File: src/rtl/scan_seq_pkg.sv
// Shared types and defaults for the scan vector sequencer.
// Build option SCAN_SEQ_COMPARE_EN (see scan_vector_sequencer) selects the scan-out compare.
package scan_seq_pkg;

    typedef enum logic [1:0] {
        ST_IDLE    = 2'd0,
        ST_SHIFT   = 2'd1,
        ST_CAPTURE = 2'd2,
        ST_DONE    = 2'd3
    } seq_state_e;

    localparam int NUM_CHAINS_DEF = 4;
    localparam int LEN_W_DEF      = 16;
    localparam int WFT_W_DEF      = 4;

    localparam logic [15:0] MISMATCH_SAT = 16'hFFFF;

endpackage

File: src/rtl/scan_seq_compare.sv
// Scan-out compare: expected/mask pipeline, popcount of failing bits, saturating
// mismatch counter. Only instantiated when SCAN_SEQ_COMPARE_EN is defined.
module scan_seq_compare
    import scan_seq_pkg::*;
#(
    parameter int NUM_CHAINS = NUM_CHAINS_DEF
) (
    input  logic                  clock,
    input  logic                  reset,
    input  logic                  clear,
    input  logic                  issue,
    input  logic [NUM_CHAINS-1:0] so_exp,
    input  logic [NUM_CHAINS-1:0] so_mask,
    input  logic [NUM_CHAINS-1:0] scan_out_obs,
    output logic [15:0]           mismatch_cnt,
    output logic                  fail
);

    // Stage "iss" lines up with the issued tester cycle, stage "cmp" with the
    // following cycle, where the observed scan-out is judged.
    logic                  iss_pend_q, iss_pend_d;
    logic [NUM_CHAINS-1:0] iss_exp_q, iss_exp_d;
    logic [NUM_CHAINS-1:0] iss_mask_q, iss_mask_d;
    logic                  cmp_pend_q, cmp_pend_d;
    logic [NUM_CHAINS-1:0] cmp_exp_q, cmp_exp_d;
    logic [NUM_CHAINS-1:0] cmp_mask_q, cmp_mask_d;
    logic [15:0]           cnt_q, cnt_d;
    logic [NUM_CHAINS-1:0] diff;
    logic [16:0]           pop;
    logic [16:0]           sum;

    always_comb begin
        iss_pend_d = issue;
        iss_exp_d  = so_exp;
        iss_mask_d = so_mask;
        cmp_pend_d = iss_pend_q;
        cmp_exp_d  = iss_exp_q;
        cmp_mask_d = iss_mask_q;
        cnt_d      = cnt_q;

        diff = (scan_out_obs ^ cmp_exp_q) & cmp_mask_q;
        pop  = '0;
        for (int i = 0; i < NUM_CHAINS; i++) begin
            pop = pop + 17'(diff[i]);
        end
        sum = {1'b0, cnt_q} + pop;

        if (cmp_pend_q) begin
            cnt_d = (sum > {1'b0, MISMATCH_SAT}) ? MISMATCH_SAT : sum[15:0];
        end

        if (clear) begin
            iss_pend_d = 1'b0;
            cmp_pend_d = 1'b0;
            cnt_d      = '0;
        end
    end

    always_ff @(posedge clock) begin
        if (reset) begin
            iss_pend_q <= 1'b0;
            iss_exp_q  <= '0;
            iss_mask_q <= '0;
            cmp_pend_q <= 1'b0;
            cmp_exp_q  <= '0;
            cmp_mask_q <= '0;
            cnt_q      <= '0;
        end else begin
            iss_pend_q <= iss_pend_d;
            iss_exp_q  <= iss_exp_d;
            iss_mask_q <= iss_mask_d;
            cmp_pend_q <= cmp_pend_d;
            cmp_exp_q  <= cmp_exp_d;
            cmp_mask_q <= cmp_mask_d;
            cnt_q      <= cnt_d;
        end
    end

    assign mismatch_cnt = cnt_q;
    assign fail         = (cnt_q != 16'd0);

endmodule

File: src/rtl/scan_vector_sequencer.sv
// Streams scan beats into tester cycles (shift..shift, capture) per pattern.
// Define SCAN_SEQ_COMPARE_EN to include the scan-out compare and mismatch counter.
//
// state      | meaning
// -----------+------------------------------------------------------------
// ST_IDLE    | waiting for start; config sampled on start
// ST_SHIFT   | accepting beats, one shift tester cycle per accepted beat
// ST_CAPTURE | issuing the capture cycle that closes the pattern
// ST_DONE    | one-cycle done pulse, then back to idle
module scan_vector_sequencer
    import scan_seq_pkg::*;
#(
    parameter int NUM_CHAINS = NUM_CHAINS_DEF,
    parameter int LEN_W      = LEN_W_DEF,
    parameter int WFT_W      = WFT_W_DEF
) (
    input  logic                  clock,
    input  logic                  reset,
    input  logic                  start,
    input  logic [LEN_W-1:0]      cfg_chain_len,
    input  logic [WFT_W-1:0]      cfg_shift_wft,
    input  logic [WFT_W-1:0]      cfg_capture_wft,
    input  logic                  vec_valid,
    output logic                  vec_ready,
    input  logic [NUM_CHAINS-1:0] vec_si,
    input  logic [NUM_CHAINS-1:0] vec_so_exp,
    input  logic [NUM_CHAINS-1:0] vec_so_mask,
    input  logic                  vec_last,
    input  logic [NUM_CHAINS-1:0] scan_out_obs,
    output logic                  tester_sync,
    output logic [WFT_W-1:0]      wft,
    output logic [NUM_CHAINS-1:0] si_drive,
    output logic                  capture,
    output logic [31:0]           cycle_number,
    output logic [31:0]           vector_number,
    output logic                  busy,
    output logic                  done,
    output logic [15:0]           mismatch_cnt,
    output logic                  fail
);

    localparam logic [LEN_W-1:0] LEN_ONE = LEN_W'(1);

    seq_state_e            state_q, state_d;
    logic [LEN_W-1:0]      len_q, len_d;
    logic [LEN_W-1:0]      rem_q, rem_d;
    logic [WFT_W-1:0]      shift_wft_q, shift_wft_d;
    logic [WFT_W-1:0]      cap_wft_q, cap_wft_d;
    logic                  last_q, last_d;
    logic                  tester_sync_q, tester_sync_d;
    logic [WFT_W-1:0]      wft_q, wft_d;
    logic [NUM_CHAINS-1:0] si_drive_q, si_drive_d;
    logic                  capture_q, capture_d;
    logic [31:0]           cycle_q, cycle_d;
    logic [31:0]           vector_q, vector_d;
    logic                  accept;
    logic                  session_start;

    always_comb begin
        state_d       = state_q;
        len_d         = len_q;
        rem_d         = rem_q;
        shift_wft_d   = shift_wft_q;
        cap_wft_d     = cap_wft_q;
        last_d        = last_q;
        tester_sync_d = 1'b0;
        wft_d         = wft_q;
        si_drive_d    = si_drive_q;
        capture_d     = capture_q;
        cycle_d       = cycle_q;
        vector_d      = vector_q;
        accept        = 1'b0;
        session_start = 1'b0;

        case (state_q)
            ST_IDLE: begin
                if (start) begin
                    session_start = 1'b1;
                    state_d       = ST_SHIFT;
                    // A zero length would never reach terminal count; run it as one shift.
                    len_d         = (cfg_chain_len == '0) ? LEN_ONE : cfg_chain_len;
                    rem_d         = (cfg_chain_len == '0) ? LEN_ONE : cfg_chain_len;
                    shift_wft_d   = cfg_shift_wft;
                    cap_wft_d     = cfg_capture_wft;
                    cycle_d       = '0;
                    vector_d      = '0;
                end
            end
            ST_SHIFT: begin
                if (vec_valid) begin
                    accept        = 1'b1;
                    tester_sync_d = 1'b1;
                    wft_d         = shift_wft_q;
                    si_drive_d    = vec_si;
                    capture_d     = 1'b0;
                    cycle_d       = cycle_q + 32'd1;
                    last_d        = vec_last;
                    if (rem_q == LEN_ONE) begin
                        state_d = ST_CAPTURE;
                    end else begin
                        rem_d = rem_q - LEN_ONE;
                    end
                end
            end
            ST_CAPTURE: begin
                tester_sync_d = 1'b1;
                wft_d         = cap_wft_q;
                capture_d     = 1'b1;
                cycle_d       = cycle_q + 32'd1;
                vector_d      = vector_q + 32'd1;
                if (last_q) begin
                    state_d = ST_DONE;
                end else begin
                    state_d = ST_SHIFT;
                    rem_d   = len_q;
                end
            end
            ST_DONE: begin
                state_d = ST_IDLE;
            end
            default: begin
                state_d = ST_IDLE;
            end
        endcase
    end

    always_ff @(posedge clock) begin
        if (reset) begin
            state_q       <= ST_IDLE;
            len_q         <= '0;
            rem_q         <= '0;
            shift_wft_q   <= '0;
            cap_wft_q     <= '0;
            last_q        <= 1'b0;
            tester_sync_q <= 1'b0;
            wft_q         <= '0;
            si_drive_q    <= '0;
            capture_q     <= 1'b0;
            cycle_q       <= '0;
            vector_q      <= '0;
        end else begin
            state_q       <= state_d;
            len_q         <= len_d;
            rem_q         <= rem_d;
            shift_wft_q   <= shift_wft_d;
            cap_wft_q     <= cap_wft_d;
            last_q        <= last_d;
            tester_sync_q <= tester_sync_d;
            wft_q         <= wft_d;
            si_drive_q    <= si_drive_d;
            capture_q     <= capture_d;
            cycle_q       <= cycle_d;
            vector_q      <= vector_d;
        end
    end

    assign vec_ready     = (state_q == ST_SHIFT);
    assign busy          = (state_q == ST_SHIFT) || (state_q == ST_CAPTURE);
    assign done          = (state_q == ST_DONE);
    assign tester_sync   = tester_sync_q;
    assign wft           = wft_q;
    assign si_drive      = si_drive_q;
    assign capture       = capture_q;
    assign cycle_number  = cycle_q;
    assign vector_number = vector_q;

`ifdef SCAN_SEQ_COMPARE_EN
    scan_seq_compare #(
        .NUM_CHAINS (NUM_CHAINS)
    ) u_compare (
        .clock        (clock),
        .reset        (reset),
        .clear        (session_start),
        .issue        (accept),
        .so_exp       (vec_so_exp),
        .so_mask      (vec_so_mask),
        .scan_out_obs (scan_out_obs),
        .mismatch_cnt (mismatch_cnt),
        .fail         (fail)
    );
`else
    logic unused_cmp_inputs;
    assign unused_cmp_inputs = ^{vec_so_exp, vec_so_mask, scan_out_obs, accept, session_start};
    assign mismatch_cnt      = 16'd0;
    assign fail              = 1'b0;
`endif

endmodule

File: config.mk
export PLATFORM = sky130hd
export DESIGN_NAME = scan_vector_sequencer
export DESIGN_NICKNAME = d
export VERILOG_FILES = /design/src/rtl/scan_seq_pkg.sv /design/src/rtl/scan_seq_compare.sv /design/src/rtl/scan_vector_sequencer.sv
export SDC_FILE = /design/constraint.sdc
export NUM_CORES = 1
export LEC_CHECK = 0
export ABC_CLOCK_PERIOD_IN_PS = 2500
export CAP_MARGIN = 10
export CORE_ASPECT_RATIO = 1.2
export CORE_UTILIZATION = 40
export CTS_CLUSTER_SIZE = 20
export DETAILED_ROUTE_END_ITERATION = 8
export GPL_TIMING_DRIVEN = 0
export PLACE_DENSITY_LB_ADDON = 0.2
export SETUP_SLACK_MARGIN = 0.4
export SYNTH_ARGS = -nofsm -noshare
export SYNTH_HDL_FRONTEND = slang
export SYNTH_SLANG_ARGS = --single-unit
File: constraint.sdc
create_clock -name clock -period 2.5 [get_ports clock]
set_input_delay 0.25 -clock clock [delete_from_list [all_inputs] [get_ports clock]]
set_output_delay 0.25 -clock clock [all_outputs]
set_load 0.05 [all_outputs]
Word level (Yosys, flattened, before mapping) --
Index checks and enable logic that the tools add are counted.
Storage, ports and cells: input port bits 45, register bits after elaboration 117, word-level logic and storage cells 58
Cells by class: eq/ne operators 9, multiplexer cells 21, reductions and logical operators 13, $add $sub $neg 3
Operators by type and width (count):
- one-hot mux 32 bit (3 select lines) | 1
- 2-to-1 mux 16 bit | 5
- adder 32 x 1 -> 32 bit, second input constant | 2
- 2-to-1 mux 32 bit | 2
- one-hot mux 32 bit (2 select lines) | 1
- one-hot mux 16 bit (3 select lines) | 1
- == test 16 x 1 -> 1 bit, second input constant | 1
- logical NOT 16 bit | 1
- subtractor 16 x 1 -> 16 bit, second input constant | 1
- 2-to-1 mux 2 bit | 4
- != test 2 bit, second input constant | 4
- one-hot mux 2 bit (4 select lines) | 1
- one-hot mux 4 bit (2 select lines) | 1
- AND reduction 2 bit | 4
- AND reduction 3 bit | 2
- AND reduction 5 bit | 1
- == test 2 bit, second input constant | 2
- 2-to-1 mux 4 bit | 1
- one-hot mux 1 bit (2 select lines) | 2
- nonzero test 2 bit | 2
- nonzero test 3 bit | 1
- == test 2 x 1 -> 1 bit, second input constant | 1
- logical NOT 2 bit | 1
- 2-to-1 mux 1 bit | 2
- other kinds (2) | 2

Logic depth before layout (Yosys ltp) --
Gate-level depths: netlist of run 1.
depth after elaboration 4, depth in mapped cells 9, mapped depth without buffers 7

Least setup slack after synthesis of run 1 --
No wires, ideal clock.
path type reg2reg, from reg vector_q[8] (netlist: vector_number[8]), to reg vector_q[31] (netlist: vector_number[31]), arrival time 2.580 ns, path slack -0.150 ns, cell stages (with the launch flop) 7, path buffers 1, clock period less this slack 2.650 ns, library setup time 0.070 ns, data required time 2.430 ns, path through dfxtp_1 -> nand4_2 -> or4_4 -> or4_1 -> buf_2 -> or3_1 -> a21oi_1
On the way: word-level cells in the longest chain between the ends 2
Ends and longest elaborated chain:
- start, declared | line scan_vector_sequencer.sv:55 | logic [31:0] vector_q, vector_d;
- start signal, assigned | line scan_vector_sequencer.sv:153 | vector_q <= vector_d;
- adder 32 x 1 -> 32 bit | line scan_vector_sequencer.sv:110 | vector_d = vector_q + 32'd1;
- one-hot mux 32 bit (2 select lines) | line scan_vector_sequencer.sv:75 | case (state_q)
Every way passes these cells. A chain may end at the register's enable or synchronous reset.

Worst setup path after layout of run 1 --
from reg vector_q[8] (netlist: vector_number[8]), to reg vector_q[28] (netlist: vector_number[28])
The elaborated chain is that of the path after synthesis.

==> summary.txt, run 1 <==
Clocking
  • Clock buffer count from CTS: 17
  • Maximum clock insertion buffer count: 2
  • TritonCTS clock tree: yes
  • Cell at the root of the clock tree: clkbuf_16
  • Cts-stage hold buffer count: 0
  • Worst skew pair latency: 0.42 ns
  • Reg clk slew, reported paths: 0.05 ns
  • Number of levels the H-tree was split into: 4
  • Clock sink total: 117

Setup path
  • Kind of cell adding the most delay to the critical path: simple AND/OR/NAND/NOR gates
  • Slowest stage cell on the critical path: or4_4
  • Ordered list of cells on the worst path: nand4_4, or4_4, or4_4, buf_8, or3_4, a21oi_2
  • Crit path largest cell delay: 0.55 ns
  • Reg2reg path depth: 6
  • Worst Setup Path Type: reg2reg
  • CP Max Fanout: 7
  • Category of the worst setup path launch point: flip-flop
  • Data required time of the critical path: 2.85 ns
  • End of the worst register-to-register path: vector_number[28]
  • Count of buffer and inverter cells on the critical path: 1
  • CP dominant cell by count: or4_4
  • Arrival @ worst endpoint: roughly 2.6 ns
  • Reg2reg setup slack: about 0.3 ns
  • CP Capture Type: flip-flop
  • Launching point of the worst reg2reg path: vector_number[8]

Synthesis
  • Most frequent cell after synthesis: dfxtp_1
  • Synthesized flop and latch total: roughly 120
  • Multiplexer share of the synthesized area: 0.0107
  • Share of flip-flops with an asynchronous set or reset after synthesis: 0
  • Top cell type by total area after synthesis: dfxtp_1
  • Main synth FF type: dfxtp_1
  • Combinational family with the most area after synthesis: simple AND/OR/NAND/NOR gates
  • XOR/XNOR share of the synthesized area: 0.0675
  • Synthesized-area fraction occupied by ao, oa, aoi and oai cells: 0.152
  • Sequential element share of the synthesized area: 0.410
  • Post-Synthesis Mean Instance Area: approximately 8.0 µm²
  • Basic-gate share of the synthesized area counting and, or, nand and nor cells: 0.277
  • Synth Instances: 717
  • Synth warn: 0
  • Fraction of synthesized cell area taken by the top area cell type: 0.410
  • Post-synthesis share of cell area spent on full adders, half adders and majority gates: 0.0175
  • Number of flops mapped to enable cells by yosys: 0
  • List of most frequent post-synthesis cells: 117 x dfxtp_1, 97 x nand2_1, 64 x a21oi_1
  • Post-Synthesis Cell Area: 5710 µm²
  • Count of distinct cell types in the synthesized netlist: 58
  • Ranking of synthesized cells by area: dfxtp_1 41%, nand2_1 6.4%, a21oi_1 5.6%

Drt
  • DR DRC count: 12
  • Average wire per cell in the routed design: 16.2 µm
  • Number of vias in the routed layout: 5951
  • DRT iter0 DRCs: 340
  • Count of nets left with antenna violations after detail routing: 0
  • Drt via density: 5.51
  • Total length of routed wires: 17500 µm
  • Detailed Routing Iterations Pass 1: 9

Floorplan
  • Area of the die: 14800 µm²
  • Initial core utilization: 0.412
  • Area of the core region: 13900 µm²
  • Ports: 139
  • DIE HEIGHT: 133 µm
  • Row Count: 47
  • Die width: 111 µm

Cells and area
  • Finished Cell Area: 8400 µm²
  • Number of antenna repair diodes: 0
  • Final cell count without fillers: 1080
  • Signed area change from the synthesized netlist to the final layout: 47.0%
  • Nets: around 950
  • Layout cells sized above 1: 0.200

Timing
  • Max transition margin: 0.523
  • Worst Setup Slack, final: 0.301 ns
  • Worst Clk Skew: 0.0106 ns
  • Part of the cycle the worst path needs: 0.880
  • Highest clock frequency the design can meet: about 450 MHz
  • Final-report max-slew violation count: 0
  • Worst Max-Slew Pin Slew: 0.715 ns
  • Final Setup Violations: 0
  • RSZ-0062 raised after global routing: yes
  • Post-route worst hold slack: a little over 0.3 ns
  • Total count of hold-check failures in the final report: 0
  • Clock period minus worst slack: ~2.2 ns

GRT
  • Maximum number of pins on one net before global-route repair: 17
  • Via count of the first global-routing pass: 5615
  • Number of antenna violations at the first check in global routing: 0
  • GRT Overall Usage: 0.235
  • First-pass GRT wire length: 27400 µm
  • Total overflow reported by the global router: 0

Flow run
  • MaxCap Viol Count: 0

Power
  • Cell Pwr Density: 945 nW/µm²
  • Max VDD drop: just over 500 µV
  • Lkg Pwr: just under 3 nW

Place
  • Count of buffers from port buffering: 108
  • Placed inst area: approximately 7200 µm²
  • HPWL Detailed: 12200 µm
  • Worst slack at placement: -0.263 ns
  • Post-Place Cells: 1013
  • RD Place Congestion: between 0.9 and 1

Hold path
  • Worst hold path stage count: 3
  • Endpoint with the worst hold slack: si_drive[3]
  • Hold WC Path Type: in2reg
  • Hold wc startpoint: vec_valid

Status
  • Violated checks: DRC
  • Result of the run: finished, violations left
==> where the power goes <==
group          internal (mW)  total [mW]  switching (mW)
combinational           1.35        3.38            2.03
sequential              2.11        2.38           0.266
clock                   1.37        2.18           0.815
total                   4.83        7.94            3.11
==> layout make-up <==
type	count	area [µm²]
buffer	58	370
clock buffer	24	462
clock inverter	8	57.6
fill	1268	5480
inverter	22	85.1
multi-input combinational	536	3450
sequential	117	2400
tap	171	214
timing repair buffer	144	1360
==> registers in the layout, summed over array words and instances, names as in the netlist, 2 cells and up <==
register,flops
cycle_number,32
vector_number,32
len_q,16
rem_q,16
cap_wft_q,4
shift_wft_q,4
si_drive,4
wft,4
state_q,2
==> cell usage in the layout (no fill, tap or decap), types with 19 or more instances in the layout <==
master,count
clkdlybuf4s50_1,105
nand2_1,97
dfxtp_1,88
nor2_1,63
a21oi_1,60
buf_4,46
nand3_1,31
xnor2_1,27
clkbuf_1,24
o21ai_0,23
nand4_1,21
dfxtp_2,20
inv_1,19
==> tightest hold or removal path, stage by stage <==
cell and delay (ns):
clkbuf_1 0.22, nand3_1 0.15, a21oi_1 0.05
==> kinds of logic after synthesis <==
family                   count (synthesis)
multiplexers                             6
AND/OR/NAND/NOR                        319
adder cells (fa/ha/maj)                  8
buffers and inverters                   80
other                                    1
AO/OA/AOI/OAI                          142
XOR/XNOR                                44
flip-flops                             117
==> per-stage QoR <==
stage | total power, mW | util | TNS (ns)
floorplan | 4.28 | - | 0
detailed placement | 5.10 | 0.520 | -2.98
CTS | 7.60 | 0.582 | 0
finish | 7.94 | 0.605 | 0
global placement | 5.04 | 0.520 | -1.85
global route | 8.33 | 0.605 | 0
==> how the worst max path moves through the flow <==
| stage | startpoint | end | slack [ns] | cells past startpoint |
|---|---|---|---|---|
| final | vector_number[8] | vector_number[28] | 0.30 | 6 |
| after global placement | rem_q[6] | rem_q[12] | -0.19 | 6 |
| after detailed placement | rem_q[6] | rem_q[12] | -0.26 | 6 |
| after CTS | vector_number[8] | vector_number[28] | 0.28 | 6 |
| after floorplan | vector_number[7] | vector_number[29] | 0.23 | 6 |
| after global routing | vector_number[8] | vector_number[28] | 0.24 | 6 |
==> timing repair <==
action                     in CTS  in global routing
cloned                          1                  2
setup buffers                  19                 13
resized for setup              52                 59
pin swaps                      12                 21
setup endpoints to repair      79                 63
==> per-layer routing <==
| layer | track usage | routed length, µm | part of all wire | vias up |
|---|---|---|---|---|
| li1 | - | - | - | 2897 |
| met4 | 0.109 | 461 | 0.026 | 0 |
| met1 | 0.261 | 7090 | 0.41 | 2844 |
| met5 | 0 | 0 | 0 | - |
| met3 | 0.0508 | 834 | 0.048 | 35 |
| met2 | 0.427 | 9110 | 0.52 | 175 |
No activity file was read; power rests on OpenSTA's default activity.
==> run 2: changes to the inputs <==
--- a/config.mk
+++ b/config.mk
@@ -8,12 +8,13 @@
 export ABC_CLOCK_PERIOD_IN_PS = 2500
 export CAP_MARGIN = 10
 export CORE_ASPECT_RATIO = 1.2
-export CORE_UTILIZATION = 40
+export CORE_UTILIZATION = 50
 export CTS_CLUSTER_SIZE = 20
 export DETAILED_ROUTE_END_ITERATION = 8
 export GPL_TIMING_DRIVEN = 0
 export PLACE_DENSITY_LB_ADDON = 0.2
 export SETUP_SLACK_MARGIN = 0.4
+export SKIP_CTS_REPAIR_TIMING = 1
 export SYNTH_ARGS = -nofsm -noshare
 export SYNTH_HDL_FRONTEND = slang
 export SYNTH_SLANG_ARGS = --single-unit
==> run 2 against run 1 <==
The run now ends clean. Die area shrank 20%. Global-route usage increased by 4.1 points. Register-to-register slack worse by 0.04 ns. Via count up 1.5%. Critical endpoint unchanged. Sequential share of layout area is essentially flat. Hold slack worse by 0.020 ns. Clock power up 17%. Sequential power is essentially flat.
==> summary.txt, run 2 (same netlist as run 1, synthesis figures left out) <==
Power
  • Max VDD drop: 739 µV (was 507 µV)
  • Internal power: 5.16 mW (was 4.83 mW)
  • Overall power after layout: 8.27 mW (was 7.94 mW)
  • Share of power burned in combinational logic: 0.404 (was 0.425)
  • Relative contribution of the clock network to total power: 0.308 (was 0.275)
  • Switching part of the total power: 0.377 (was 0.392)
  • Cell Pwr Density: 987 nW/µm² (was 945 nW/µm²)
  • Lkg Pwr: 3.02 nW (was 2.98 nW)
  • Sequential share of power: 0.288 (was 0.300)
  • Net switching component of the power: 3.12 mW (was 3.11 mW)

Cells and area
  • Nets: 952 (was 949)
  • Number of antenna repair diodes: 0 (unchanged)
  • Most frequent cells in the layout: 106 x clkdlybuf4s50_1, 97 x nand2_1, 89 x dfxtp_1 (was 105 x clkdlybuf4s50_1, 97 x nand2_1, 88 x dfxtp_1)
  • Signed area change from the synthesized netlist to the final layout: 46.7% (was 47.0%)
  • Layout filler cell count: 812 (was 1268)
  • Most common library cell in the layout ignoring fill and taps: clkdlybuf4s50_1 (unchanged)
  • Layout cells sized above 1: 0.200 (about the same)

Floorplan
  • Initial core utilization: 0.515 (was 0.412)
  • Die width: 99.6 µm (was 111 µm)
  • Row Count: 42 (was 47)
  • Area of the core region: 11100 µm² (was 13900 µm²)
  • DIE HEIGHT: 119 µm (was 133 µm)
  • Ports: 139 (unchanged)
  • Area of the die: 11900 µm² (was 14800 µm²)

Timing
  • RSZ-0062 raised after global routing: yes (unchanged)
  • Post-route worst hold slack: 0.289 ns (was 0.309 ns)
  • Highest clock frequency the design can meet: 447 MHz (was 455 MHz)
  • Total count of hold-check failures in the final report: 0 (unchanged)
  • Worst Clk Skew: 0.00686 ns (was 0.0106 ns)
  • Worst Max-Slew Pin Slew: 0.618 ns (was 0.715 ns)
  • Final-report max-slew violation count: 0 (unchanged)
  • Part of the cycle the worst path needs: 0.895 (was 0.880)
  • Final Setup Violations: 0 (unchanged)
  • Clock period minus worst slack: 2.24 ns (was 2.20 ns)
  • Max transition margin: 0.588 (was 0.523)

Place
  • HPWL Detailed: 11500 µm (was 12200 µm)
  • Count of buffers from port buffering: 108 (unchanged)
  • RD Place Congestion: 0.950 (was 0.966)

Clocking
  • Clock sink total: 117 (unchanged)
  • Cell at the root of the clock tree: clkbuf_16 (unchanged)
  • Worst skew pair latency: 0.41 ns (was 0.42 ns)
  • TritonCTS clock tree: yes (unchanged)
  • Clock buffer count from CTS: 17 (unchanged)
  • Maximum clock insertion buffer count: 2 (unchanged)
  • Number of levels the H-tree was split into: 4 (unchanged)
  • Reg clk slew, reported paths: 0.05 ns (about the same)

GRT
  • Number of antenna violations at the first check in global routing: 0 (unchanged)
  • Via count of the first global-routing pass: 5566 (was 5615)
  • Maximum number of pins on one net before global-route repair: 17 (unchanged)
  • GRT Overall Usage: 0.276 (was 0.235)
  • First-pass GRT wire length: 26100 µm (was 27400 µm)
  • Total overflow reported by the global router: 0 (unchanged)

Setup path
  • Data required time of the critical path: 2.84 ns (was 2.85 ns)
  • Slowest stage cell on the critical path: or4_4 (unchanged)
  • Ordered list of cells on the worst path: nand4_4, or4_4, or4_4, buf_6, or3_4, a21oi_2 (was nand4_4, or4_4, or4_4, buf_8, or3_4, a21oi_2)
  • CP Max Fanout: 8 (was 7)
  • Kind of cell adding the most delay to the critical path: simple AND/OR/NAND/NOR gates (unchanged)
  • Worst Setup Path Type: reg2reg (unchanged)
  • Category of the worst setup path launch point: flip-flop (unchanged)
  • Arrival @ worst endpoint: 2.57 ns (was 2.55 ns)
  • CP dominant cell by count: or4_4 (unchanged)
  • Crit path largest cell delay: 0.55 ns (about the same)
  • CP Capture Type: flip-flop (unchanged)
  • Count of buffer and inverter cells on the critical path: 1 (unchanged)

Drt
  • Detailed Routing Iterations Pass 1: 5 (was 9)
  • DRT iter0 DRCs: 377 (was 340)
  • Total length of routed wires: 16900 µm (was 17500 µm)
  • DR DRC count: 0 (was 12)
  • Average wire per cell in the routed design: 15.8 µm (was 16.2 µm)
  • Count of nets left with antenna violations after detail routing: 0 (unchanged)
  • Number of vias in the routed layout: 6038 (was 5951)
  • Drt via density: 5.66 (was 5.51)

Flow run
  • MaxCap Viol Count: 0 (unchanged)

Status
  • Result of the run: completed (was finished, violations left)

Hold path
  • Hold WC Path Type: in2reg (unchanged)
run 2: cell types whose count changed in the layout (fill, tap and decap cells not counted), moves of 3 or more:
cell	before	now
nand3_1	31	39
clkbuf_1	24	21
buf_6	8	5
buf_4	46	55
clkinv_2	1	6
clkinv_1	7	1
nand3_2	9	2
run 2: tightest hold or removal path: cells and delay by family:
family                 cells  cell delay, ns
AOI/OAI and AO/OA          1            0.05
and+or+nand+nor            1            0.14
buffers and inverters      1            0.20
run 2: path summary, 6_finish.rpt:
check	from	end	slack, ns	cells past startpoint
setup / recovery	vector_number[8]	vector_number[28]	0.26	6
hold / removal	vec_valid	si_drive[0]	0.29	3
setup reg to reg	vector_number[8]	vector_number[28]	0.26	6
hold reg to reg	shift_wft_q[3]	shift_wft_q[3]	0.45	2
run 2: through the flow:
stage          setup slack [ns]  std cells  area (µm²)  utilization  TNS, ns
6_report                  0.264       1066        8380        0.756        0
5_1_grt                   0.201       1066        8380        0.756        0
4_1_cts                  -0.174       1028        7830        0.706    -1.89
3_5_place_dp             -0.165        996        7200        0.649    -1.84
3_3_place_gp            -0.0825        995        7190        0.648   -0.321
2_1_floorplan             0.229        733        5920            -        0
run 2: routing by layer:
layer,share of wire,vias to the layer above,global-route usage
met1,0.39,2794,0.319
met4,0.039,0,0.136
met3,0.051,56,0.0563
met2,0.52,275,0.482
li1,-,2913,-
met5,0,-,0
run 2: layout make-up:
| type | instances | area, µm² | share of cell area |
|---|---|---|---|
| Timing Repair Buffer | 147 | 1380 | 0.164 |
| Clock inverter | 9 | 120 | 0.0143 |
| Buffer | 58 | 340 | 0.0406 |
| Inverter | 22 | 87.6 | 0.0104 |
| Tap cell | 154 | 193 | 0.0230 |
| Sequential cell | 117 | 2400 | 0.286 |
| Multi-Input combinational cell | 536 | 3360 | 0.400 |
| Clock buffer | 23 | 510 | 0.0609 |
run 2: power by group through the flow:
stage	sequential (mW)	clock [mW]	combinational (mW)
after global routing	2.41	2.67	3.58
after detailed placement	2.35	0	2.69
after CTS	2.31	2.57	2.72
after floorplan	2.46	0	1.81
after global placement	2.34	0	2.63
final	2.38	2.55	3.34
==> run 3: changes to the inputs <==
==> constraint.sdc (replaced) <==
create_clock -name clock -period 2.5 [get_ports clock]
set_input_delay 0.25 -clock clock [delete_from_list [all_inputs] [get_ports clock]]
set_output_delay 0.25 -clock clock [all_outputs]
set_load 0.01 [all_outputs]
==> run 3 against run 2 <==
Critical path depth is 2 higher. Routed wire length is 5.1% higher. Hold slack better by 0.010 ns. Final cell count is 0.94% lower. Flip-flop and latch count stayed put. Non-clock buffer count is 10 lower. Setup slack worse by 0.10 ns. Maximum frequency is 4.5% lower. Core utilization is 0.72 points lower. Clock skew is 0.0035 ns higher. Critical path type unchanged.
==> summary.txt, run 3 (same netlist as run 1, synthesis figures left out) <==
Status
  • Result of the run: completed (unchanged)

Power
  • Max VDD drop: 712 µV (was 739 µV)
  • Lkg Pwr: 2.94 nW (was 3.02 nW)
  • Cell Pwr Density: 961 nW/µm² (was 987 nW/µm²)
  • Overall power after layout: 7.98 mW (was 8.27 mW)

Floorplan
  • Area of the die: 11900 µm² (unchanged)
  • Row Count: 42 (unchanged)
  • Ports: 139 (unchanged)
  • DIE HEIGHT: 119 µm (unchanged)
  • Die width: 99.6 µm (unchanged)
  • Area of the core region: 11100 µm² (unchanged)
  • Initial core utilization: 0.515 (unchanged)

Cells and area
  • Nets: 942 (was 952)
  • Storage element area: 2370 µm² (was 2400 µm²)
  • Layout cells sized above 1: 0.166 (was 0.200)
  • Number of antenna repair diodes: 0 (unchanged)
  • Signed area change from the synthesized netlist to the final layout: 45.3% (was 46.7%)
  • Most frequent cells in the layout: 109 x dfxtp_1, 108 x clkdlybuf4s50_1, 97 x nand2_1 (was 106 x clkdlybuf4s50_1, 97 x nand2_1, 89 x dfxtp_1)
  • Layout filler cell count: 843 (was 812)
  • Most common library cell in the layout ignoring fill and taps: dfxtp_1 (was clkdlybuf4s50_1)
  • Area used by multi-input combinational logic: 3370 µm² (was 3360 µm²)
  • Share of the core filled with cells in the final layout: 0.749 (was 0.756)
  • Final cell count without fillers: 1056 (was 1066)

Timing
  • Worst Max-Slew Pin Slew: 0.604 ns (was 0.618 ns)
  • Final Setup Violations: 0 (unchanged)
  • Clock period minus worst slack: 2.34 ns (was 2.24 ns)
  • Worst Setup Slack, final: 0.159 ns (was 0.264 ns)
  • Total count of hold-check failures in the final report: 0 (unchanged)
  • Highest clock frequency the design can meet: 427 MHz (was 447 MHz)
  • Worst Clk Skew: 0.0104 ns (was 0.00686 ns)
  • Part of the cycle the worst path needs: 0.936 (was 0.895)
  • Max transition margin: 0.597 (was 0.588)
  • Final-report max-slew violation count: 0 (unchanged)
  • RSZ-0062 raised after global routing: yes (unchanged)

Setup path
  • CP Max Fanout: 7 (was 8)
  • Slowest stage cell on the critical path: or4_4 (unchanged)
  • Count of buffer and inverter cells on the critical path: 2 (was 1)
  • Ordered list of cells on the worst path: inv_4, ha_4, mux2_4, nand4_1, or4_4, buf_6, or3_4, a21oi_2 (was nand4_4, or4_4, or4_4, buf_6, or3_4, a21oi_2)
  • Crit path largest cell delay: 0.61 ns (was 0.55 ns)
  • Kind of cell adding the most delay to the critical path: simple AND/OR/NAND/NOR gates (unchanged)
  • Worst Setup Path Type: reg2reg (unchanged)
  • CP Capture Type: flip-flop (unchanged)
  • Arrival @ worst endpoint: 2.68 ns (was 2.57 ns)
  • Category of the worst setup path launch point: flip-flop (unchanged)
  • Data required time of the critical path: 2.84 ns (about the same)

Clocking
  • Clock buffer count from CTS: 17 (unchanged)
  • Maximum clock insertion buffer count: 2 (unchanged)
  • Cell at the root of the clock tree: clkbuf_16 (unchanged)
  • TritonCTS clock tree: yes (unchanged)
  • Reg clk slew, reported paths: 0.05 ns (about the same)
  • Worst skew pair latency: 0.41 ns (about the same)
  • Number of levels the H-tree was split into: 4 (unchanged)
  • Clock sink total: 117 (unchanged)

Flow run
  • MaxCap Viol Count: 0 (unchanged)

GRT
  • First-pass GRT wire length: 26700 µm (was 26100 µm)
  • Via count of the first global-routing pass: 5699 (was 5566)
  • Maximum number of pins on one net before global-route repair: 17 (unchanged)
  • GRT Overall Usage: 0.282 (was 0.276)
  • Total overflow reported by the global router: 0 (unchanged)
  • Number of antenna violations at the first check in global routing: 0 (unchanged)

Drt
  • Average wire per cell in the routed design: 16.8 µm (was 15.8 µm)
  • Total length of routed wires: 17800 µm (was 16900 µm)
  • DR DRC count: 0 (unchanged)
  • Number of vias in the routed layout: 6190 (was 6038)
  • Detailed Routing Iterations Pass 1: 6 (was 5)
  • Drt via density: 5.86 (was 5.66)
  • Count of nets left with antenna violations after detail routing: 0 (unchanged)
  • DRT iter0 DRCs: 377 (unchanged)

Place
  • Count of buffers from port buffering: 108 (unchanged)
  • RD Place Congestion: 0.943 (was 0.950)
  • HPWL Detailed: 11800 µm (was 11500 µm)
  • Post-Place Cells: 995 (was 996)
  • Worst slack at placement: -0.150 ns (was -0.165 ns)

Hold path
  • Hold WC Path Type: in2reg (unchanged)
==> run 3: final cells by class <==
cell class,count,share of cell area
multi-input combinational,536,0.406
clock inverter,9,0.0178
clock buffer,23,0.0588
buffer,58,0.0408
inverter,22,0.0106
sequential,117,0.285
timing repair buffer,137,0.158
tap,154,0.0232
==> run 3: metrics by stage <==
step / hold WS (ns) / setup TNS [ns] / area [µm²]
final: 0.299 / 0 / 8300
after global routing: 0.303 / 0 / 8300
after CTS: 0.291 / -3.05 / 7760
after detailed placement: 0.448 / -3.07 / 7120
after global placement: 0.441 / -1.52 / 7120
after floorplan: 0.386 / 0 / 5850
==> run 3: path summary, 6_finish.rpt <==
kind	end	slack, ns	startpoint	depth (start not counted)
worst max-delay path	vector_number[26]	0.16	state_q[1]	8
worst min-delay path	si_drive[1]	0.30	vec_valid	3
worst max register to register	vector_number[26]	0.16	state_q[1]	8
worst min register to register	len_q[3]	0.45	len_q[3]	2
==> run 3: power by group <==
group          internal [mW]  switching, mW  total, mW
sequential              2.11          0.256       2.37
clock                   1.77          0.835       2.60
combinational           1.24           1.78       3.01
==> run 3: metal layers <==
layer,vias to the layer above,global-route usage,share of wire
met5,-,0,0
met1,2947,0.310,0.37
met4,0,0.145,0.044
met2,289,0.509,0.53
li1,2875,-,-
met3,79,0.0552,0.055
==> run 3: tightest hold or removal path, cell delays in order <==
cell and delay, ns:
clkbuf_1 0.21, nand3_1 0.14, a21oi_1 0.05
